===== src/rtl/uart_rx_engine_pkg.sv =====
// Shared definitions for the UART receive engine: state encodings, flag bit
// positions, the default oversampling ratio and the character-width clamp.
package uart_rx_engine_pkg;

  localparam int DEFAULT_OVERSAMPLE = 16;

  typedef enum logic [2:0] {
    RXE_IDLE     = 3'd0,
    RXE_START    = 3'd1,
    RXE_DATA     = 3'd2,
    RXE_PARITY   = 3'd3,
    RXE_STOP     = 3'd4,
    RXE_BRK_WAIT = 3'd5
  } rxe_state_e;

  localparam int FLAG_PARITY  = 0;
  localparam int FLAG_FRAMING = 1;
  localparam int FLAG_BREAK   = 2;

  // Out-of-range widths snap to the nearest supported width.
  function automatic logic [3:0] clamp_bits(input logic [3:0] req, input logic [3:0] max_bits);
    if (req < 4'd5) return 4'd5;
    if (req > max_bits) return max_bits;
    return req;
  endfunction

endpackage


===== src/rtl/uart_rx_sampler.sv =====
// Input synchroniser, per-bit oversample tick counter and 3-sample majority vote.
// bit_strobe marks the decision tick; bit_val is valid in that same cycle.
module uart_rx_sampler #(
  parameter int OVERSAMPLE  = 16,
  parameter int SYNC_STAGES = 2
) (
  input  logic clk,
  input  logic wb_rst_i,
  input  logic enable,
  input  logic srx_pad_i,
  input  logic clear,
  output logic rx_s,
  output logic bit_val,
  output logic bit_strobe
);
  localparam int TW = $clog2(OVERSAMPLE);
  localparam logic [TW-1:0] T_LO   = TW'(OVERSAMPLE / 2 - 1);
  localparam logic [TW-1:0] T_MID  = TW'(OVERSAMPLE / 2);
  localparam logic [TW-1:0] T_HI   = TW'(OVERSAMPLE / 2 + 1);
  localparam logic [TW-1:0] T_LAST = TW'(OVERSAMPLE - 1);

  logic [SYNC_STAGES-1:0] sync_q;
  logic [TW-1:0]          tc;
  logic                   s_lo;
  logic                   s_mid;

  always_ff @(posedge clk or posedge wb_rst_i) begin
    if (wb_rst_i) sync_q <= '1;
    else          sync_q <= {sync_q[SYNC_STAGES-2:0], srx_pad_i};
  end

  assign rx_s = sync_q[SYNC_STAGES-1];

  // tc is held at 0 while the engine is not inside a frame.
  always_ff @(posedge clk or posedge wb_rst_i) begin
    if (wb_rst_i) begin
      tc    <= '0;
      s_lo  <= 1'b1;
      s_mid <= 1'b1;
    end else if (clear) begin
      tc <= '0;
    end else if (enable) begin
      tc <= (tc == T_LAST) ? '0 : tc + 1'b1;
      if (tc == T_LO)  s_lo  <= rx_s;
      if (tc == T_MID) s_mid <= rx_s;
    end
  end

  assign bit_strobe = enable && !clear && (tc == T_HI);
  assign bit_val    = (s_lo & s_mid) | (s_lo & rx_s) | (s_mid & rx_s);

endmodule


===== src/rtl/uart_rx_engine.sv =====
// Parametrised UART receive engine: frame FSM, parity/framing/break detection
// and a single-entry valid/ready output register with overrun reporting.
module uart_rx_engine
  import uart_rx_engine_pkg::*;
#(
  parameter int OVERSAMPLE    = DEFAULT_OVERSAMPLE,
  parameter int MAX_DATA_BITS = 9,
  parameter int SYNC_STAGES   = 2
) (
  input  logic                     clk,
  input  logic                     wb_rst_i,
  input  logic                     enable,
  input  logic                     srx_pad_i,
  input  logic                     rx_reset,
  input  logic [3:0]               cfg_data_bits,
  input  logic                     cfg_parity_en,
  input  logic                     cfg_parity_even,
  input  logic                     cfg_parity_stick,
  input  logic                     cfg_stop2,
  output logic                     m_valid,
  input  logic                     m_ready,
  output logic [MAX_DATA_BITS-1:0] m_data,
  output logic                     m_parity_err,
  output logic                     m_framing_err,
  output logic                     m_break,
  output logic                     overrun,
  output logic [2:0]               rstate
);
  localparam int IW = $clog2(MAX_DATA_BITS);

  rxe_state_e               state;
  logic                     rx_s, bit_val, bit_strobe, sampler_clear;
  logic [3:0]               nbits_q, bit_idx;
  logic                     par_en_q, par_even_q, par_stick_q, stop2_q;
  logic [MAX_DATA_BITS-1:0] shreg;
  logic                     par_bit_q, par_err_q, stop_idx, stop1_q;
  logic                     done;
  logic [MAX_DATA_BITS-1:0] done_data;
  logic [2:0]               done_flags, flags_q;
  logic                     par_err_now, stop1_now, frm_err_now, brk_now;

  assign sampler_clear = rx_reset || (state == RXE_IDLE) || (state == RXE_BRK_WAIT);

  uart_rx_sampler #(
    .OVERSAMPLE (OVERSAMPLE),
    .SYNC_STAGES(SYNC_STAGES)
  ) u_sampler (
    .clk       (clk),
    .wb_rst_i  (wb_rst_i),
    .enable    (enable),
    .srx_pad_i (srx_pad_i),
    .clear     (sampler_clear),
    .rx_s      (rx_s),
    .bit_val   (bit_val),
    .bit_strobe(bit_strobe)
  );

  // Stick mode: cfg_parity_even=1 expects a 0 parity bit, 0 expects a 1.
  assign par_err_now = par_stick_q ? (bit_val == par_even_q)
                     : par_even_q  ? (^shreg ^ bit_val)
                     :               !(^shreg ^ bit_val);
  assign stop1_now   = stop_idx ? stop1_q : bit_val;
  assign frm_err_now = !stop1_now || (stop_idx && !bit_val);
  assign brk_now     = (shreg == '0) && !(par_en_q && par_bit_q) && !stop1_now;

  always_ff @(posedge clk or posedge wb_rst_i) begin
    if (wb_rst_i) begin
      state       <= RXE_IDLE;
      nbits_q     <= 4'd8;
      bit_idx     <= '0;
      par_en_q    <= 1'b0;
      par_even_q  <= 1'b0;
      par_stick_q <= 1'b0;
      stop2_q     <= 1'b0;
      shreg       <= '0;
      par_bit_q   <= 1'b0;
      par_err_q   <= 1'b0;
      stop_idx    <= 1'b0;
      stop1_q     <= 1'b1;
      done        <= 1'b0;
      done_data   <= '0;
      done_flags  <= '0;
    end else begin
      done <= 1'b0;
      if (rx_reset) begin
        state <= RXE_IDLE;
      end else if (enable) begin
        case (state)
          RXE_IDLE: if (!rx_s) begin
            state       <= RXE_START;
            nbits_q     <= clamp_bits(cfg_data_bits, 4'(MAX_DATA_BITS));
            par_en_q    <= cfg_parity_en;
            par_even_q  <= cfg_parity_even;
            par_stick_q <= cfg_parity_stick;
            stop2_q     <= cfg_stop2;
            shreg       <= '0;
            par_bit_q   <= 1'b0;
            par_err_q   <= 1'b0;
            stop_idx    <= 1'b0;
          end
          RXE_START: if (bit_strobe) begin
            state   <= bit_val ? RXE_IDLE : RXE_DATA;
            bit_idx <= '0;
          end
          RXE_DATA: if (bit_strobe) begin
            shreg[bit_idx[IW-1:0]] <= bit_val;
            if (bit_idx == nbits_q - 4'd1) state <= par_en_q ? RXE_PARITY : RXE_STOP;
            else                           bit_idx <= bit_idx + 4'd1;
          end
          RXE_PARITY: if (bit_strobe) begin
            par_bit_q <= bit_val;
            par_err_q <= par_err_now;
            state     <= RXE_STOP;
          end
          RXE_STOP: if (bit_strobe) begin
            if (stop2_q && !stop_idx) begin
              stop1_q  <= bit_val;
              stop_idx <= 1'b1;
            end else begin
              done                     <= 1'b1;
              done_data                <= brk_now ? '0 : shreg;
              done_flags[FLAG_BREAK]   <= brk_now;
              done_flags[FLAG_FRAMING] <= frm_err_now || brk_now;
              done_flags[FLAG_PARITY]  <= par_err_q && !brk_now;
              state                    <= brk_now ? RXE_BRK_WAIT : RXE_IDLE;
            end
          end
          RXE_BRK_WAIT: if (rx_s) state <= RXE_IDLE;
          default: state <= RXE_IDLE;
        endcase
      end
    end
  end

  // Handshake: m_valid/m_data/flags hold until a cycle with m_valid && m_ready;
  // a completion arriving while a character is held and not being taken is dropped.
  always_ff @(posedge clk or posedge wb_rst_i) begin
    if (wb_rst_i) begin
      m_valid <= 1'b0;
      m_data  <= '0;
      flags_q <= '0;
      overrun <= 1'b0;
    end else begin
      overrun <= 1'b0;
      if (rx_reset) begin
        m_valid <= 1'b0;
      end else if (done) begin
        if (!m_valid || m_ready) begin
          m_valid <= 1'b1;
          m_data  <= done_data;
          flags_q <= done_flags;
        end else begin
          overrun <= 1'b1;
        end
      end else if (m_valid && m_ready) begin
        m_valid <= 1'b0;
      end
    end
  end

  assign m_parity_err  = flags_q[FLAG_PARITY];
  assign m_framing_err = flags_q[FLAG_FRAMING];
  assign m_break       = flags_q[FLAG_BREAK];
  assign rstate        = state;

endmodule

===== config.mk =====
export PLATFORM = sky130hd
export DESIGN_NAME = uart_rx_engine
export DESIGN_NICKNAME = d
export VERILOG_FILES = /design/src/rtl/uart_rx_engine_pkg.sv /design/src/rtl/uart_rx_sampler.sv /design/src/rtl/uart_rx_engine.sv
export SDC_FILE = /design/constraint.sdc
export NUM_CORES = 1
export LEC_CHECK = 0
export ABC_CLOCK_PERIOD_IN_PS = 5100
export BUFFER_PORTS_ARGS = -buffer_cell sky130_fd_sc_hd__buf_2
export CAP_MARGIN = 40
export CELL_PAD_IN_SITES_DETAIL_PLACEMENT = 1
export CELL_PAD_IN_SITES_GLOBAL_PLACEMENT = 1
export CORE_ASPECT_RATIO = 1.75
export CORE_MARGIN = 4
export CORE_UTILIZATION = 35
export DETAILED_ROUTE_END_ITERATION = 8
export PLACE_DENSITY_LB_ADDON = 0.3
export SLEW_MARGIN = 10
export SYNTH_ARGS = -nofsm -noshare
export SYNTH_HDL_FRONTEND = slang
export SYNTH_SLANG_ARGS = --single-unit

===== constraint.sdc =====
create_clock -name clk -period 5.1 [get_ports clk]
set_input_delay 1.02 -clock clk [delete_from_list [all_inputs] [get_ports clk]]
set_output_delay 1.02 -clock clk [all_outputs]
set_load 0.1 [all_outputs]

After elaboration in Yosys (flattened, before gate mapping)

Index checks and enable logic that the tools add are counted.

Add/subtract/negate cells: 3
Magnitude comparators: 4
Equal/unequal tests: 27
Muxes and demuxes: 66
Bitwise logic cells: 10
Reductions and logical operators: 45

Operators with widths:

| cell                                                                    | count |
|---|---|
| 4-bit 2-to-1 mux                                                        | 10 |
| 3-bit 2-to-1 mux                                                        | 12 |
| 1-bit 2-to-1 mux                                                        | 32 |
| 9-bit 2-to-1 mux                                                        | 3 |
| 3-bit inequality test, second input constant                            | 7 |
| 5-bit AND reduction                                                     | 4 |
| 3-bit case mux with 6 select lines                                      | 1 |
| 9-bit case mux with 2 select lines                                      | 1 |
| 2-bit inequality test, second input constant                            | 7 |
| 4-bit == test, second input constant                                    | 3 |
| 6-bit AND reduction                                                     | 2 |
| 2-bit nonzero test                                                      | 6 |
| 1-bit logical AND                                                       | 10 |
| 9-bit bitwise mux                                                       | 1 |
| 9-bit zero test                                                         | 1 |
| 3-bit AND reduction                                                     | 3 |
| 9-bit AND reduction                                                     | 1 |
| 9-bit XOR reduction                                                     | 1 |
| 4-bit by 1-bit adder with 4-bit output, second input constant           | 2 |
| 1-bit zero test                                                         | 8 |
| 4-bit case mux with 2 select lines                                      | 1 |
| 3-bit by 2-bit == test with 1-bit output, second input constant         | 2 |
| 3-bit == test, second input constant                                    | 2 |
| 3-bit by 2-bit inequality test with 1-bit output, second input constant | 2 |
| other kinds (21)                                                        | 33 |

Register bits: 63
Input bits: 14
Output and inout bits: 17

Logic depth before layout (Yosys ltp)

Gate-level depths: netlist of run 1.

Word-level depth: 13
Depth in mapped cells: 9
Gate-level depth less buffers: 7

By module

Synthesis of run 1 repeated with hierarchy kept, for this count alone.

Cells, all modules: 293
Area total of the unflattened synthesis: 3163.0 um^2

By module, submodules not included:

| module          | times used | cells an instance | area each (um^2) |
|---|---|---|---|
| uart_rx_engine  | 1          | 258               | 2766.4 |
| uart_rx_sampler | 1          | 35                | 396.6 |

Worst setup path after synthesis of run 1

No wires, ideal clock.

Path kind: in2reg
Start: in enable
End: reg done_data[0]
Arrival: 2.371 ns
Data required time: 4.979 ns
Path slack: 2.608 ns
Stages on the path: 7
Path through: buf_2 and4b_1 o211ai_1 or3_1 buf_2 buf_6 a22o_1

Longest elaborated chain between the ends: 3

RTL lines:

| item                            | RTL line              | RTL |
|---|---|---|
| from (decl)                     | uart_rx_engine.sv:12  | `input logic enable,` |
| 1-bit logical AND (2 in a row)  | uart_rx_sampler.sv:49 | `assign bit_strobe = enable && !clear && (tc == T_HI);` |
| 5-bit AND reduction (no line) * | --                    |  |
| to (signal assigned)            | uart_rx_engine.sv:121 | `done_data <= brk_now ? '0 : shreg;` |
| to (decl)                       | uart_rx_engine.sv:38  | `logic [MAX_DATA_BITS-1:0] done_data;` |

Mark *: on every way between the ends. The rest lies on a longest branch, timed or not.
A chain may end at the register's enable or synchronous reset.

Worst setup path after layout of run 1

Start: in enable
End: reg done_data[6]

The elaborated chain is that of the path after synthesis.

==> impl_metrics.toml, run 1 <==
[outcome]
run_status = "finished clean"

[sta]
maxClockFrequency_ghz = 0.367
timing.slew.headroom_pct = 39.6
final-max-slew-violation-count = 0
max_slew.worst_pin.slew_ns = 0.902
final_min_period_over_clock_period_pct = 53.4
totalNegativeSetupSlack_ns = 0
timing.final.hold_violations = 0
final_period_minus_worst_setup_slack_ns = 2.72
grt_setup_unrepaired = "no"
clock-skew-final_ns = 0.00614
report.final.setup_viol = 0

[routing]
detailedRoute.firstPassIterationCount = 4
routed_wire_length_per_instance_um = 15.6
drc = 0
postRouteAntennaNets = 0
via_per_inst = 5.05
route.vias.total = 2315
drtIter0Drc = 39
wirelength_um = 7160

[logic_synthesis]
yosys-top-cells-count = "sky130_fd_sc_hd__dfrtp_1, sky130_fd_sc_hd__nand2_1, sky130_fd_sc_hd__inv_1"
synth_compound_area_share_pct = 13.2
synth_ff_type = "sky130_fd_sc_hd__dfrtp_1"
register_bit_total_from_synthesis = 63
netlist-cell-type-count = 57
yosys.area_share.xor_xnor_pct = 4.49
synthesis.yosys.warnings = 0
synth_edf_count = 0
synthSimpleGateAreaFrac_pct = 13.4
synth_area_leaders = "sky130_fd_sc_hd__dfrtp_1, sky130_fd_sc_hd__mux2_2, sky130_fd_sc_hd__dfstp_2"
synth.most_common_cell = "sky130_fd_sc_hd__dfrtp_1"
largest_family_of_logic_cells_by_synthesized_area = "simple AND/OR/NAND/NOR gates"
syn_avg_cell_area_um2 = 10.7
mappedNetlistArea_mm2 = 0.00323
synth.area.mux_share_pct = 9.17
ys_seq_area_share_pct = 49.0
synth_top_cell_area_share_pct = 44.1
synth_fp_nets = 329
synth-async-reset-ratio_pct = 100
synthAdderAreaFrac_pct = 4.95
netlist_instances = 303
yosys.area.top_type = "sky130_fd_sc_hd__dfrtp_1"

[floorplan]
rows = 46
die_area_mm2 = 0.0109
design.portCount = 31
die_h_um = 135
initial_standard_cell_utilization_of_the_core_pct = 35.8
design.core.area_mm2 = 0.00904
die_width_um = 80.7

[cells_and_area]
layout.cells.non_filler = 458
layout.core_utilization_pct = 41.7
post_route_cells_drive_above_1_share_pct = 24.6
fillerInstances = 1034
final_design_area_no_fill_mm2 = 0.00376
area.growth.synth_to_final_pct = 16.4
final_nets = 359
antenna_cells = 0

[clocking]
cts.path.max_buffers = 2
post-cts-setup-buffer-count = 0
numClockSinks = 63
cts_hold_repair.buffers = 0
tritoncts_buffers = 9
root_driver = "sky130_fd_sc_hd__clkbuf_16"
tritoncts_clock_tree = "done"
htreeDepth = 3
clkTransAtPathRegs_ns = 0.05
clock_latency_ns = 0.34
post_cts.resized_instances = 0

[setup_path]
cp_num_buf_inv = 1
worstPathRequired_ns = 5.37
crit_path_end_kind = "flip-flop"
crit_chain = "buf_2 > and4b_1 > o211ai_1 > or3_1 > nor2_4 > a22o_1"
cpMaxStageDelayCell = "sky130_fd_sc_hd__or3_1"
critical_path_launch_point_type = "input port"
cp_top_family = "simple AND/OR/NAND/NOR gates"
worstPathMaxFanout = 15
arr_time_crit_path_ns = 2.99
setup.worst_path.class = "in2reg"
timing.critical_path.slowest_cell_delay_ns = 0.73

[power]
cellPowerDensity_mw_per_mm2 = 370
power.leakage_uw = 0.00184
ir_worst_vdd_mv = 0.220

[grt]
grt_start_max_net_pins = 64
grt_antenna_before_repair = 0
grt_pass1_wl_um = 12700
gr-total-overflow = 0
gr-usage-all-layers_pct = 15.2
grt_pass1_vias = 2542

[placed_design]
place.detailed.instances = 442
final_hpwl_dp_um = 5470
port_buffers = 30
placed_cell_area_mm2 = 0.00345
place.gp.congestion = 0.766

[worst_hold_path]
timing.hold.worst.class = "reg2reg"

[job]
cap_viol_max_count = 0
[power breakdown]
| group | internal (uW) | leakage (uW) | switching (uW) |
|---|---|---|---|
| clock | 423 | 0.000155 | 219 |
| combinational | 70.6 | 0.000856 | 111 |
| sequential | 532 | 0.000826 | 35.1 |
| total | 1030 | 0.00184 | 365 |
[per-layer routing]
| layer | vias up | routed length, um | global-route usage (%) |
|---|---|---|---|
| met5 | - | 0 | 0 |
| met4 | 0 | 155 | 5.45 |
| met3 | 11 | 239 | 4.19 |
| met2 | 30 | 4080 | 28.3 |
| met1 | 1144 | 2690 | 15.9 |
| li1 | 1130 | - | - |
[placed cells by master, fill, tap and decap left out, drive strengths merged, types with 2 or more instances in the layout]
cell     netlist  routed
ha            12      12
nor2          15      15
clkbuf         2       9
nor2b          2       2
mux2i          6       6
o22ai          2       2
or3            2       2
mux2          21      21
xnor2         12      12
or2            2       2
a2111oi        3       3
a211o          2       2
nand2         32      32
nand4          3       3
a21o           2       2
nand3b         2       2
nand3          9       9
clkinv         0       4
dfstp          6       6
bufinv         0       2
a21oi         12      12
nand4b         2       2
o21ai         19      19
nor4           5       5
a22o           9       9
inv           26      26
and3           2       2
nor3           5       5
dfrtp         57      57
buf           10      31
a211oi         2       2
xor2           2       2
[registers in the layout, summed over array words and instances (netlist names), 3 cells and up]
register      flops
done_data         9
m_data            9
shreg             9
bit_idx           4
nbits_q           4
u_sampler.tc      4
done_flags        3
flags_q           3
rstate            3
[stage by stage]
stage                     hold slack, ns  worst slack [ns]  total power [uW]
after floorplan                    0.345              2.52               719
after global placement             0.346              2.11               754
after detailed placement           0.352              2.02               760
after CTS                          0.359              2.37              1410
after global routing               0.365              2.22              1460
final                              0.360              2.38              1390
[layout make-up]
type	count	area (um^2)	area share (%)
Inverter	26	97.6	2.59
Sequential cell	63	1580	42.1
Multi-Input combinational cell	202	1460	38.8
Timing Repair Buffer	31	158	4.19
Clock inverter	7	87.6	2.33
Clock buffer	9	225	5.98
Tap cell	120	150	3.99
[logic make-up after synthesis]
logic type      after synthesis
simple gates                 85
flops                        63
compound gates               62
buf+inv                      38
mux                          27
xor+xnor                     15
fa+ha+maj                    13
[worst paths after layout]
| path | depth (start not counted) | from | endpoint | slack [ns] |
|---|---|---|---|---|
| setup / recovery | 6 | enable | done_data[6] | 2.38 |
| hold / removal | 0 | u_sampler.sync_q[0] | u_sampler.sync_q[1] | 0.36 |
| setup reg to reg | 4 | rstate[0] | done_data[8] | 2.50 |
| hold reg to reg | 0 | u_sampler.sync_q[0] | u_sampler.sync_q[1] | 0.36 |
| max in group asynchronous | 3 | wb_rst_i | m_data[1] | 3.64 |
| min in group asynchronous | 3 | wb_rst_i | m_valid | 0.90 |
Power figures use the tool's default switching activity.
==> run 2: changes to the inputs <==
ABC_AREA = 1   (was default)
ABC_CLOCK_PERIOD_IN_PS = 2400   (was 5100)
clock period = 2.4 ns   (was 5.1 ns; I/O delays follow)
==> impl_metrics.toml, run 2 <==
[outcome]
run_status = "finished clean"

[cells_and_area]
post_route_cells_drive_above_1_share_pct = 15.3
layout.cells.non_filler = 585
antenna_cells = 0
final_design_area_no_fill_mm2 = 0.00394
area.growth.synth_to_final_pct = 18.1
final_common_cell = "sky130_fd_sc_hd__nand2_1"
most-common-layout-cells = "sky130_fd_sc_hd__nand2_1, sky130_fd_sc_hd__inv_1, sky130_fd_sc_hd__dfrtp_1"
largest_registers = "done_data x9, m_data x9, shreg x9"
final_nets = 486

[clocking]
clock_latency_ns = 0.33
tritoncts_clock_tree = "done"
clkTransAtPathRegs_ns = 0.06
cts_hold_repair.buffers = 0
htreeDepth = 3
tritoncts_buffers = 9
post_cts.resized_instances = 0
cts.path.max_buffers = 2
root_driver = "sky130_fd_sc_hd__clkbuf_16"
numClockSinks = 63
post-cts-setup-buffer-count = 0

[sta]
timing.slew.headroom_pct = 57.9
max_slew.worst_pin.slew_ns = 0.630
maxClockFrequency_ghz = 0.533
grt_setup_unrepaired = "no"
report.final.setup_viol = 0
final.hold.worst_slack_ns = 0.228
final_min_period_over_clock_period_pct = 78.2
totalNegativeSetupSlack_ns = 0
clock-skew-final_ns = 0.00553
final-max-slew-violation-count = 0
final_period_minus_worst_setup_slack_ns = 1.88
timing.final.hold_violations = 0

[power]
cellPowerDensity_mw_per_mm2 = 741
ir_worst_vdd_mv = 0.371
power.total_uw = 2920
power.leakage_uw = 0.00201

[logic_synthesis]
mappedNetlistArea_mm2 = 0.00334
synthesis.yosys.warnings = 0
synth-async-reset-ratio_pct = 100
yosys.area.top_type = "sky130_fd_sc_hd__dfrtp_1"
synth_top_cell_area_share_pct = 42.7
synth.most_common_cell = "sky130_fd_sc_hd__nand2_1"
yosys-top-cells-count = "sky130_fd_sc_hd__nand2_1, sky130_fd_sc_hd__inv_1, sky130_fd_sc_hd__dfrtp_1"
register_bit_total_from_synthesis = 63
ys_seq_area_share_pct = 47.5
synth_fp_nets = 448
netlist-cell-type-count = 36
synth_ff_type = "sky130_fd_sc_hd__dfrtp_1"
netlist_instances = 422
syn_avg_cell_area_um2 = 7.91
synth_edf_count = 0
synth_area_leaders = "sky130_fd_sc_hd__dfrtp_1, sky130_fd_sc_hd__nand2_1, sky130_fd_sc_hd__inv_1"

[setup_path]
worstPathRequired_ns = 2.67
worstPathMaxFanout = 6
arr_time_crit_path_ns = 2.15
crit_chain = "inv_1 > ha_1 > nand2_1 > inv_1 > nor2_1 > nand2_1 > nor2_1 > nand2_1 > nand2_1 > nand2_1 > nand2_1 > nand2_1 > nand2_1"
critical_path_launch_point_type = "flip-flop"
timing.critical_path.slowest_cell_delay_ns = 0.39
crit_path_end_kind = "flip-flop"
crit_path_frequent_cell = "sky130_fd_sc_hd__nand2_1"
setup.worst_path.class = "reg2reg"
cpMaxStageDelayCell = "sky130_fd_sc_hd__dfrtp_1"

[floorplan]
initial_standard_cell_utilization_of_the_core_pct = 36.2
die_width_um = 81.8
rows = 46
design.core.area_mm2 = 0.00921
design.portCount = 31
die_h_um = 137
die_area_mm2 = 0.0112

[grt]
gr-total-overflow = 0
grt_pass1_vias = 2939
grt_start_max_net_pins = 38
gr-usage-all-layers_pct = 15.6
top_usage_layer = "met2"
global_route.usage.met3_pct = 3.53
met1_usage_pct = 16.7
global_route.usage.met2_pct = 28.9
grt_pass1_wl_um = 13400
grt_antenna_before_repair = 0

[placed_design]
port_buffers = 30
final_hpwl_dp_um = 6040
placed_cell_area_mm2 = 0.00364
place.detailed.instances = 569
place.gp.congestion = 0.799

[worst_hold_path]
timing.hold.worst.class = "in2async"

[routing]
via_per_inst = 4.81
route.vias.total = 2812
wirelength_um = 7900
postRouteAntennaNets = 0
drc = 0
drtIter0Drc = 80
routed_wire_length_per_instance_um = 13.5
detailedRoute.firstPassIterationCount = 4

[job]
cap_viol_max_count = 0
run 2: power by group:
part | total, uW | leakage, uW | internal (uW) | switching, uW
clock | 1300 | 0.000144 | 825 | 472
combinational | 450 | 0.00108 | 133 | 317
sequential | 1170 | 0.000787 | 1120 | 49.8
total | 2920 | 0.00201 | 2080 | 839
run 2: critical path: cells and delay by family (launching register included):
| family | cells | cell delay, ns |
|---|---|---|
| flip-flops | 1 | 0.39 |
| adder cells (fa/ha/maj) | 1 | 0.27 |
| AND/OR/NAND/NOR | 10 | 0.99 |
| buffers and inverters | 2 | 0.17 |
run 2: path summary, 6_finish.rpt:
path,from,endpoint,slack (ns),cells after the start
worst min register to register,u_sampler.sync_q[0],u_sampler.sync_q[1],0.36,0
worst max register to register,nbits_q[0],bit_idx[2],0.52,13
max in group asynchronous,wb_rst_i,shreg[5],1.55,3
worst min-delay path,wb_rst_i,u_sampler.tc[2],0.23,2
worst max-delay path,nbits_q[0],bit_idx[2],0.52,13
min in group clk,srx_pad_i,u_sampler.sync_q[0],0.24,1
run 2: kinds of logic after synthesis:
group	count (synthesis)	share of synthesized area, %
simple gates	208	27.3
buf+inv	75	8.81
flops	63	47.5
compound gates	57	9.97
fa+ha+maj	12	4.50
xor+xnor	6	1.58
mux	1	0.337
run 2: cell type report:
type,instances,area (um^2)
Sequential cell,63,1580
Multi-Input combinational cell,284,1460
Tap cell,120,150
Clock inverter,6,60.1
Timing Repair Buffer,34,193
Clock buffer,10,239
Inverter,68,255
Fill cell,1151,5270
run 2: through the flow:
step / utilization [%] / setup slack, ns
floorplan: - / 0.220
global placement: 39.5 / 0.598
detailed placement: 39.5 / 0.550
CTS: 42.8 / 0.513
global route: 42.8 / 0.286
finish: 42.8 / 0.523
run 2: per-layer routing:
layer  vias up  share of wire [%]
li1       1415                  -
met1      1331                 40
met2        52                 54
met3        14                3.5
met4         0                2.3
met5         -                  0
